--- config.mk ---
export PLATFORM = sky130hd
export DESIGN_NAME = sample_writeback
export DESIGN_NICKNAME = d
export VERILOG_FILES = /design/src/rtl/sample_writeback.sv
export SDC_FILE = /design/constraint.sdc
export NUM_CORES = 1
export LEC_CHECK = 0
export ABC_AREA = 1
export CAP_MARGIN = 10
export CORE_ASPECT_RATIO = 0.5
export CORE_MARGIN = 2
export CORE_UTILIZATION = 40
export DETAILED_ROUTE_END_ITERATION = 10
export MAX_ROUTING_LAYER = met4
export SETUP_SLACK_MARGIN = 0.5
export SLEW_MARGIN = 30
export SYNTH_ARGS = -nofsm -noshare
export SYNTH_HDL_FRONTEND = slang
export SYNTH_SLANG_ARGS = --single-unit
--- constraint.sdc ---
create_clock -name clk -period 6.25 [get_ports clk]
set_input_delay 1.5625 -clock clk [delete_from_list [all_inputs] [get_ports clk]]
set_output_delay 1.5625 -clock clk [all_outputs]
set_load 0.1 [all_outputs]
--- src/rtl/sample_writeback.sv ---
// Sample writeback: buffers filtered samples in a FIFO and writes them to SDRAM over Avalon-MM.
// Optional completion interrupt is built only when SAMPLE_WRITEBACK_IRQ_EN is defined.
module sample_writeback #(
    parameter int unsigned FIFO_DEPTH = 16,
    parameter int unsigned ADDR_W     = 24,
    parameter int unsigned CNT_W      = 20
) (
    input  logic              clk,
    input  logic              reset_n,
    input  logic              start,
    input  logic [ADDR_W-1:0] base_addr,
    input  logic [CNT_W-1:0]  sample_count,
    input  logic [31:0]       in_data,
    input  logic              in_valid,
    output logic              in_ready,
    output logic [ADDR_W-1:0] sdaddress,
    output logic              sdwrite,
    output logic [31:0]       sdwritedata,
    input  logic              sdwaitrequest,
    output logic              busy,
    output logic              done,
    output logic [CNT_W-1:0]  written,
    output logic              irq,
    input  logic              irq_ack
);

    localparam int unsigned PtrW  = $clog2(FIFO_DEPTH);
    localparam int unsigned FillW = PtrW + 1;

    typedef enum logic [1:0] {StIdle, StRun, StFinish} state_e;

    state_e            state_q, state_d;
    logic [ADDR_W-1:0] addr_q, addr_d;
    logic [CNT_W-1:0]  count_q, count_d;
    logic [CNT_W-1:0]  acc_q, acc_d;
    logic [CNT_W-1:0]  written_q, written_d;
    logic [PtrW-1:0]   wr_ptr_q, wr_ptr_d;
    logic [PtrW-1:0]   rd_ptr_q, rd_ptr_d;
    logic [FillW-1:0]  fill_q, fill_d;
    logic              sdwrite_q, sdwrite_d;
    logic [31:0]       wdata_q, wdata_d;
    logic [31:0]       mem_q [FIFO_DEPTH];

    logic fifo_full, fifo_empty, push, pop, wr_done, last_write;

    // Full flag comes from registered fill, so a same-cycle pop never frees a slot for a push.
    assign fifo_full  = (fill_q == FillW'(FIFO_DEPTH));
    assign fifo_empty = (fill_q == '0);
    assign in_ready   = (state_q == StRun) && !fifo_full && (acc_q < count_q);
    assign push       = in_valid && in_ready;
    assign wr_done    = sdwrite_q && !sdwaitrequest;
    assign pop        = (state_q == StRun) && !fifo_empty && (!sdwrite_q || !sdwaitrequest);
    assign last_write = wr_done && ((written_q + CNT_W'(1)) == count_q);

    always_ff @(posedge clk or negedge reset_n) begin
        if (!reset_n) begin
            state_q <= StIdle;
        end else begin
            state_q <= state_d;
        end
    end

    always_comb begin
        state_d = state_q;
        unique case (state_q)
            StIdle: begin
                if (start) begin
                    state_d = (sample_count != '0) ? StRun : StFinish;
                end
            end
            StRun: begin
                if (last_write) begin
                    state_d = StFinish;
                end
            end
            StFinish: state_d = StIdle;
            default:  state_d = StIdle;
        endcase
    end

    always_comb begin
        busy = (state_q == StRun);
        done = (state_q == StFinish);
    end

    always_comb begin
        addr_d    = addr_q;
        count_d   = count_q;
        acc_d     = acc_q;
        written_d = written_q;
        wr_ptr_d  = wr_ptr_q;
        rd_ptr_d  = rd_ptr_q;
        sdwrite_d = sdwrite_q;
        wdata_d   = wdata_q;
        fill_d    = fill_q + FillW'(push) - FillW'(pop);

        if (state_q == StIdle && start) begin
            addr_d    = base_addr & ~ADDR_W'(3);
            count_d   = sample_count;
            acc_d     = '0;
            written_d = '0;
        end
        if (push) begin
            acc_d    = acc_q + CNT_W'(1);
            wr_ptr_d = wr_ptr_q + PtrW'(1);
        end
        if (wr_done) begin
            addr_d    = addr_q + ADDR_W'(4);
            written_d = written_q + CNT_W'(1);
        end
        // Popping on the completing edge keeps back-to-back writes at one per cycle.
        if (pop) begin
            sdwrite_d = 1'b1;
            wdata_d   = mem_q[rd_ptr_q];
            rd_ptr_d  = rd_ptr_q + PtrW'(1);
        end else if (wr_done) begin
            sdwrite_d = 1'b0;
        end
    end

    always_ff @(posedge clk or negedge reset_n) begin
        if (!reset_n) begin
            addr_q    <= '0;
            count_q   <= '0;
            acc_q     <= '0;
            written_q <= '0;
            wr_ptr_q  <= '0;
            rd_ptr_q  <= '0;
            fill_q    <= '0;
            sdwrite_q <= 1'b0;
            wdata_q   <= '0;
        end else begin
            addr_q    <= addr_d;
            count_q   <= count_d;
            acc_q     <= acc_d;
            written_q <= written_d;
            wr_ptr_q  <= wr_ptr_d;
            rd_ptr_q  <= rd_ptr_d;
            fill_q    <= fill_d;
            sdwrite_q <= sdwrite_d;
            wdata_q   <= wdata_d;
        end
    end

    always_ff @(posedge clk) begin
        if (push) begin
            mem_q[wr_ptr_q] <= in_data;
        end
    end

    assign sdaddress   = addr_q;
    assign sdwrite     = sdwrite_q;
    assign sdwritedata = wdata_q;
    assign written     = written_q;

`ifdef SAMPLE_WRITEBACK_IRQ_EN
    logic irq_q, irq_d;

    // Set has priority over a coincident acknowledge.
    always_comb begin
        irq_d = irq_q;
        if (state_q == StFinish) begin
            irq_d = 1'b1;
        end else if (irq_ack) begin
            irq_d = 1'b0;
        end
    end

    always_ff @(posedge clk or negedge reset_n) begin
        if (!reset_n) begin
            irq_q <= 1'b0;
        end else begin
            irq_q <= irq_d;
        end
    end

    assign irq = irq_q;
`else
    logic unused_irq_ack;
    assign unused_irq_ack = irq_ack;
    assign irq            = 1'b0;
`endif

endmodule
==> results_dict.tcl, run 1 <==
set metrics [dict create \
    crit_type "flip-flop to output pin" \
    regArea_um2 18600 \
    routed_wl_um 66700 \
    die_h_um 188 \
    clkTransAtPathRegs_ns 0.06 \
    multi_input_area_um2 7650 \
    antenna_found_initial 0 \
    grt_start_max_net_pins 120 \
    finClkSkew_ns 0.0595 \
    reg2reg_to "mem_q[14][1]" \
    max_freq_mhz 203 \
    grt_setup_unrepaired "false" \
    syn_area_um2 27200 \
    finalMaxSlewViolations 0 \
    yosysWarningCount 0 \
    drcViolationCount 0 \
    diodes 0 \
    fin_crit_sh 0.788 \
    start_util 0.405 \
    cts_hold_buf 0 \
    grtUsageTotal 0.194 \
    min_from "sdwritedata[10]" \
    reg2reg_from "count_q[13]" \
    worst_pin_slew_ns 1.02 \
    die_w_um 373 \
    nFillCells 6038 \
    ys.flop_type "edfxtp_1" \
    synthCells 2336 \
    arrival_ns 3.37 \
    vias 18300 \
    hold_path_class "flip-flop to flip-flop" \
    critPathMaxFanout 3 \
    ios 163 \
    cp_data_required_time_ns 4.69 \
    overflow 0 \
    ys_seq_elements 642 \
    reg2reg_slack_ns 2.36 \
    fp.coreArea_um2 67100 \
    final_core_util 0.471 \
    clock-sinks 642 \
    clkLatencyLatePin_ns 0.63 \
    min_period_ns 4.93 \
    fin_tns_setup_ns 0 \
    die-area_um2 70300 \
    drtIter0Drc 1581 \
    power_density_nw_per_um2 469 \
    critPathLaunchType "flip-flop" \
    htree_levels 2 \
    drive_above_1_share 0.0739 \
    cts_setup_buffers 0 \
    hpwl_um 38600 \
    peakVddDrop_mv 0.283 \
    numCtsBuffers 58 \
    grt_pass1_vias 17800 \
    rows 67 \
    drtPass1Iterations 5 \
    place_congestion 0.841 \
    async_reset_ff_frac 0.202 \
    synth_edf_count 512 \
    tritoncts "built" \
    hold_viol_final 0 \
    viasPerCell 5.37 \
    io_buffers 156 \
    postSynthAreaPerCell_um2 11.6 \
    status "finished clean" \
    areaGrowthSynthToFinish_pct 16.2 \
    grt_pass1_wl_um 104000 \
    crit_path_end_kind "output pin" \
    p_leak_nw 11.0 \
    drv_cap 0 \
    ant_nets 0 \
    layout_common_cells "512 x edfxtp_1, 353 x nor2_1, 328 x o21ai_0" \
    yosysSeqAreaShare 0.685 \
    cts_resized 0 \
    cts_max_path_buffers 3 \
    setup-violations-final 0 \
    reg2reg_depth 13 \
    wl_per_cell_um 19.6 \
    layout_commonest_cell "edfxtp_1" \
    worstHoldPathCells 2 \
    cts_root_buf "clkbuf_16" \
    nets 2575 \
    worstHoldEndpoint "sdwritedata[10]" \
    relSlewSlack 0.319 \
    yosysUniqueCellTypes 46 \
]
-- logic make-up after synthesis --
group                    Yosys count  synth area share
AND/OR/NAND/NOR                  770             0.120
flip-flops                       642             0.685
AO/OA/AOI/OAI                    591             0.126
buffers and inverters            255            0.0391
XOR/XNOR                          43            0.0146
adder cells (fa/ha/maj)           34            0.0159
other                              1          0.000138
-- critical path, cell delays in order (launching register included) --
cell             delay [ns]
dfrtp_1                0.37
inv_1                  0.09
ha_1                   0.31
a21oi_1                0.15
o21ai_0                0.09
a21oi_1                0.20
nand3_1                0.19
nor2_1                 0.18
clkdlybuf4s50_1        1.16
-- how the worst max path moves through the flow --
stage / startpoint / endpoint / slack (ns) / cells after the start
floorplan: state_q[1] / mem_q[11][0] / 0.90 / 7
global placement: in_valid / mem_q[11][13] / 1.89 / 7
detailed placement: acc_q[13] / in_ready / 1.91 / 7
CTS: acc_q[13] / in_ready / 1.23 / 7
global route: count_q[13] / in_ready / 1.08 / 8
finish: count_q[13] / in_ready / 1.32 / 8
-- sequential cells by signal (all words and copies together), names as in the netlist, 4 cells and up --
signal	cells
fill_q	5
mem_q	512
sdwritedata	32
rd_ptr_q	4
sdaddress	22
acc_q	20
written	20
count_q	20
wr_ptr_q	4
-- layout make-up --
type,count,share of cell area
multi-input cells,1441,0.242
clock buffers,79,0.0500
flip-flops and latches,642,0.589
well taps,897,0.0355
clock inverters,26,0.00874
repair buffers,195,0.0599
inverters,121,0.0146
-- layer usage --
metal,share of wire,vias up,GRT usage
met2,0.47,515,0.313
li1,-,8665,-
met1,0.46,9013,0.262
met4,0.016,0,0.0417
met3,0.054,69,0.0277
met5,0,-,-
-- cell usage after synthesis, types with 2 or more instances --
| library cell | instances | area, um^2 |
|---|---|---|
| clkbuf_1 | 79 | 297 |
| inv_1 | 111 | 417 |
| a31oi_1 | 13 | 81.3 |
| nand3_2 | 5 | 50.1 |
| buf_4 | 10 | 75.1 |
| buf_1 | 2 | 7.51 |
| nor2_4 | 6 | 67.6 |
| nor2_2 | 11 | 68.8 |
| o22ai_1 | 96 | 601 |
| dfrtp_1 | 130 | 3250 |
| inv_2 | 8 | 30.0 |
| nand2_4 | 2 | 22.5 |
| nand3_1 | 108 | 541 |
| nor3_2 | 3 | 30.0 |
| xor2_1 | 30 | 263 |
| xnor2_1 | 11 | 96.3 |
| o221ai_1 | 63 | 552 |
| buf_6 | 2 | 22.5 |
| o21ai_0 | 328 | 1640 |
| ha_1 | 33 | 413 |
| buf_2 | 41 | 205 |
| nand2_2 | 6 | 37.5 |
| edfxtp_1 | 512 | 15400 |
| o211ai_1 | 5 | 37.5 |
| nor2_1 | 369 | 1390 |
| a21oi_1 | 29 | 145 |
| o21a_1 | 11 | 82.6 |
| nor4_1 | 2 | 12.5 |
| a2bb2oi_1 | 11 | 96.3 |
| nand4_1 | 16 | 100 |
| nor3_1 | 7 | 35.0 |
| o21ai_1 | 31 | 155 |
| nand2_1 | 232 | 871 |
-- per-stage QoR --
| stage | hold WS (ns) | instances | total power [mW] | setup slack [ns] | cell area [um^2] |
|---|---|---|---|---|---|
| floorplan | 0.475 | 2338 | 9.75 | 0.904 | 27200 |
| global placement | 0.463 | 3294 | 11.3 | 1.89 | 29700 |
| detailed placement | 0.466 | 3295 | 11.4 | 1.91 | 29700 |
| CTS | 0.482 | 3400 | 14.9 | 1.23 | 31600 |
| global route | 0.507 | 3401 | 15.7 | 1.08 | 31600 |
| finish | 0.478 | 3401 | 14.8 | 1.32 | 31600 |
-- power by group --
group / internal, mW / switching (mW) / total, mW / leakage [nW]
logic: 1.56 / 4.23 / 5.79 / 3.90
clock network: 1.95 / 1.59 / 3.53 / 0.891
registers: 5.09 / 0.405 / 5.50 / 6.23
No activity file was read; power rests on OpenSTA's default activity.
==> inputs of run 2 (changes only) <==
==> constraint.sdc (replaced) <==
create_clock -name clk -period 4.95 [get_ports clk]
set_input_delay 1.2375 -clock clk [delete_from_list [all_inputs] [get_ports clk]]
set_output_delay 1.2375 -clock clk [all_outputs]
set_load 0.1 [all_outputs]
==> results_dict.tcl, run 2 (synthesis results as in run 1) <==
set metrics [dict create \
    status "finished clean" \
    largest_reg_flops 512 \
    overflow 0 \
    drtIter0Drc 1647 \
    place_congestion 0.845 \
    finalMaxSlewViolations 0 \
    cts_hold_buf 0 \
    pwr-share-comb 0.384 \
    switching_share 0.415 \
    routed_wl_um 68800 \
    arrival_ns 2.49 \
    grt_setup_unrepaired "false" \
    grt_use_met3 0.0302 \
    cts_resized 0 \
    cts_root_buf "clkbuf_16" \
    die_w_um 373 \
    numCtsBuffers 57 \
    io_buffers 156 \
    drtPass1Iterations 5 \
    die-area_um2 70300 \
    use_met1 0.277 \
    p_leak_nw 11.1 \
    tritoncts "built" \
    drv_cap 0 \
    layout_commonest_cell "edfxtp_1" \
    max_freq_mhz 268 \
    cp_slowest_cell "clkdlybuf4s50_1" \
    seqPwrFrac 0.366 \
    areaGrowthSynthToFinish_pct 17.2 \
    critPathLaunchType "flip-flop" \
    fin_ws_ns 1.22 \
    peakVddDrop_mv 0.484 \
    ant_nets 0 \
    fin_cells 3407 \
    grt_start_max_net_pins 136 \
    fin_tns_setup_ns 0 \
    layout_common_cells "512 x edfxtp_1, 352 x nor2_1, 328 x o21ai_0" \
    top_register "mem_q" \
    clkTransAtPathRegs_ns 0.06 \
    internal_power_mw 11.2 \
    dp_slack_ns 1.34 \
    fin_crit_sh 0.754 \
    grtUsageMet2 0.315 \
    drcViolationCount 0 \
    cts_setup_buffers 0 \
    rows 67 \
    diodes 0 \
    slowest_delay_ns 1.20 \
    grt_pass1_wl_um 106000 \
    cp_data_required_time_ns 3.71 \
    grtUsageTotal 0.201 \
    relSlewSlack 0.307 \
    grt-busiest-layer "met2" \
    ios 163 \
    pwr-share-clk 0.250 \
    hpwl_um 38200 \
    fp.coreArea_um2 67100 \
    antenna_found_initial 0 \
    nets 2577 \
    viasPerCell 5.42 \
    grt_pass1_vias 17800 \
    drive_above_1_share 0.0817 \
    htree_levels 2 \
    crit_type "flip-flop to output pin" \
    dpl.cell_count 3299 \
    wl_per_cell_um 20.2 \
    setup-violations-final 0 \
    clkLatencyLatePin_ns 0.65 \
    path_cells "inv_1 -> nor2_2 -> clkdlybuf4s50_1" \
    die_h_um 188 \
    worst_pin_slew_ns 1.04 \
    power_density_nw_per_um2 599 \
    clock-sinks 642 \
    cts_max_path_buffers 3 \
    power.switching_mw 7.93 \
    hold_path_class "flip-flop to flip-flop" \
    hold_viol_final 0 \
    finClkSkew_ns 0.0547 \
    start_util 0.405 \
    min_period_ns 3.73 \
    crit_path_end_kind "output pin" \
    critPathMaxFanout 6 \
    vias 18500 \
]
[run 2: final cells by class]
cell class                      count  area (um^2)
Clock inverter                     23          340
Tap cell                          897         1120
Clock buffer                       85         1680
Multi-Input combinational cell   1441         7650
Timing Repair Buffer              198         1990
Fill cell                        5966        35300
Sequential cell                   642        18600
Inverter                          121          464
[run 2: power groups by stage]
stage / registers (mW) / clock network, mW / logic [mW]
2_1_floorplan: 8.48 / 0 / 3.84
3_3_place_gp: 7.10 / 0 / 7.27
3_5_place_dp: 7.11 / 0 / 7.35
4_1_cts: 6.99 / 4.85 / 7.37
5_1_grt: 7.07 / 5.06 / 8.00
6_report: 6.99 / 4.77 / 7.33
[run 2: final timing paths]
| check | startpoint | endpoint | slack [ns] | depth (start not counted) |
|---|---|---|---|---|
| worst max-delay path | state_q[0] | busy | 1.22 | 3 |
| worst min-delay path | sdwritedata[8] | sdwritedata[8] | 0.48 | 2 |
| worst max register to register | acc_q[11] | mem_q[2][9] | 1.53 | 12 |
| worst min register to register | sdwritedata[8] | sdwritedata[8] | 0.48 | 2 |
| max in group asynchronous | reset_n | wr_ptr_q[0] | 3.18 | 2 |
| min in group asynchronous | reset_n | sdaddress[23] | 0.69 | 1 |
[run 2: metrics by stage]
step | hold slack (ns) | power [mW] | util | instance area [um^2]
finish | 0.478 | 19.1 | 0.475 | 31900
global placement | 0.461 | 14.4 | 0.445 | 29900
CTS | 0.483 | 19.2 | 0.475 | 31900
floorplan | 0.475 | 12.3 | - | 27300
global route | 0.515 | 20.1 | 0.475 | 31900
detailed placement | 0.465 | 14.5 | 0.445 | 29900
[run 2: layer usage]
metal,vias to the layer above,wire (um)
met5,-,0
met4,0,1240
met3,88,4290
met2,578,32000
met1,9132,31300
li1,8676,-
[run 2: critical path, delay by kind of cell (launching register included)]
kind                   cells  cell delay [ns]
buffers and inverters      2             1.26
AND/OR/NAND/NOR            1             0.26
flip-flops                 1             0.37
==> inputs of run 3 (changes only) <==
==> constraint.sdc (replaced) <==
create_clock -name clk -period 3.33 [get_ports clk]
set_input_delay 0.8325 -clock clk [delete_from_list [all_inputs] [get_ports clk]]
set_output_delay 0.8325 -clock clk [all_outputs]
set_load 0.1 [all_outputs]
==> results_dict.tcl, run 3 (synthesis results as in run 1) <==
set metrics [dict create \
    status "finished clean" \
    clkLatencyLatePin_ns 0.64 \
    largest_reg_flops 512 \
    crit_type "flip-flop to output pin" \
    fin_ws_ns 0.316 \
    ios 163 \
    internal_power_mw 16.8 \
    relSlewSlack 0.464 \
    die-area_um2 70300 \
    cts_root_buf "clkbuf_16" \
    clock-sinks 642 \
    nFillCells 5966 \
    drive_above_1_share 0.149 \
    hpwl_um 38000 \
    power_density_nw_per_um2 887 \
    fp.coreArea_um2 67100 \
    clkTransAtPathRegs_ns 0.07 \
    ant_nets 0 \
    viasPerCell 5.41 \
    overflow 0 \
    cts_max_path_buffers 3 \
    finClkSkew_ns 0.0335 \
    max_freq_mhz 332 \
    nets 2624 \
    hold_path_class "input port to async pin" \
    fin_cells 3456 \
    grtUsageTotal 0.203 \
    switching_share 0.418 \
    drcViolationCount 0 \
    crit_path_end_kind "output pin" \
    layout_common_cells "512 x edfxtp_1, 352 x nor2_1, 322 x o21ai_0" \
    fin_tns_setup_ns 0 \
    critPathLaunchType "flip-flop" \
    worst_pin_slew_ns 0.804 \
    drv_cap 0 \
    die_h_um 188 \
    drtIter0Drc 1820 \
    place_congestion 0.843 \
    power.total_mw 28.9 \
    multi_input_area_um2 7970 \
    regArea_um2 18600 \
    path_delay_family "flip-flops" \
    antenna_found_initial 2 \
    areaGrowthSynthToFinish_pct 19.7 \
    slowest_delay_ns 0.40 \
    finalMaxSlewViolations 0 \
    arrival_ns 2.18 \
    grt_setup_unrepaired "true" \
    seqPwrFrac 0.355 \
    hold_viol_final 0 \
    io_buffers 156 \
    routed_wl_um 70300 \
    cp_num_buf_inv 2 \
    wl_per_cell_um 20.3 \
    top_register "mem_q" \
    power.switching_mw 12.1 \
    min_period_ns 3.01 \
    drtPass1Iterations 7 \
    pwr-share-comb 0.404 \
    pwr-share-clk 0.240 \
    htree_levels 2 \
    rows 67 \
    dpl.cell_count 3311 \
    p_leak_nw 11.5 \
    peakVddDrop_mv 0.569 \
    numCtsBuffers 58 \
    critPathMaxFanout 3 \
    grt_pass1_wl_um 107000 \
    cts_hold_buf 0 \
    setup-violations-final 0 \
    path_cells "inv_1 -> ha_4 -> nand2_2 -> o21ai_2 -> a21oi_4 -> nand3_4 -> nor2_4 -> buf_12" \
    tritoncts "built" \
    start_util 0.405 \
    layout_commonest_cell "edfxtp_1" \
    dp_slack_ns 0.366 \
    vias 18700 \
    fin_crit_sh 0.905 \
    grt_start_max_net_pins 131 \
    cp_data_required_time_ns 2.50 \
    cp_slowest_cell "dfrtp_1" \
    die_w_um 373 \
    grt_pass1_vias 18000 \
]
## run 3: worst paths after layout
check	from	endpoint	slack, ns	cells after the start
setup reg to reg	count_q[14]	fill_q[4]	0.49	17
hold / removal	reset_n	sdaddress[11]	0.19	1
min in group clk	sdwritedata[0]	sdwritedata[0]	0.48	2
setup / recovery	count_q[14]	in_ready	0.32	8
max in group asynchronous	reset_n	acc_q[8]	2.33	2
hold reg to reg	sdwritedata[0]	sdwritedata[0]	0.48	2
## run 3: power by group through the flow
stage | Sequential, mW | Combinational (mW) | Clock [mW]
2_1_floorplan | 12.6 | 5.86 | 0
3_3_place_gp | 10.4 | 11.2 | 0
3_5_place_dp | 10.4 | 11.3 | 0
4_1_cts | 10.3 | 11.5 | 7.08
5_1_grt | 10.4 | 12.7 | 7.40
6_report | 10.3 | 11.7 | 6.94
## run 3: final cells by class
cell class / count / area share
Clock buffer: 77 / 0.0477
Tap cell: 897 / 0.0345
Multi-Input combinational cell: 1441 / 0.245
Inverter: 121 / 0.0142
Antenna cell: 3 / 0.000231
Sequential cell: 642 / 0.573
Clock inverter: 31 / 0.0128
Timing Repair Buffer: 244 / 0.0732
## run 3: layer usage
metal | global-route usage | vias to the layer above | wire [um]
met4 | 0.0461 | 0 | 1270
met1 | 0.278 | 9239 | 31800
met5 | - | - | 0
met3 | 0.0333 | 89 | 4380
met2 | 0.320 | 602 | 32800
li1 | - | 8773 | -
## run 3: through the flow
| stage | utilization | hold WS [ns] | instance area [um^2] |
|---|---|---|---|
| floorplan | - | 0.475 | 27400 |
| global placement | 0.448 | 0.464 | 30100 |
| detailed placement | 0.448 | 0.467 | 30100 |
| CTS | 0.482 | 0.209 | 32400 |
| global route | 0.485 | 0.217 | 32600 |
| finish | 0.485 | 0.191 | 32600 |
## run 3: what timing repair did
action | CTS | global route
endpoints found under the setup margin | 51 | 2
pin swaps | 9 | 10
resized for setup | 34 | 23
setup buffers | 23 | 11
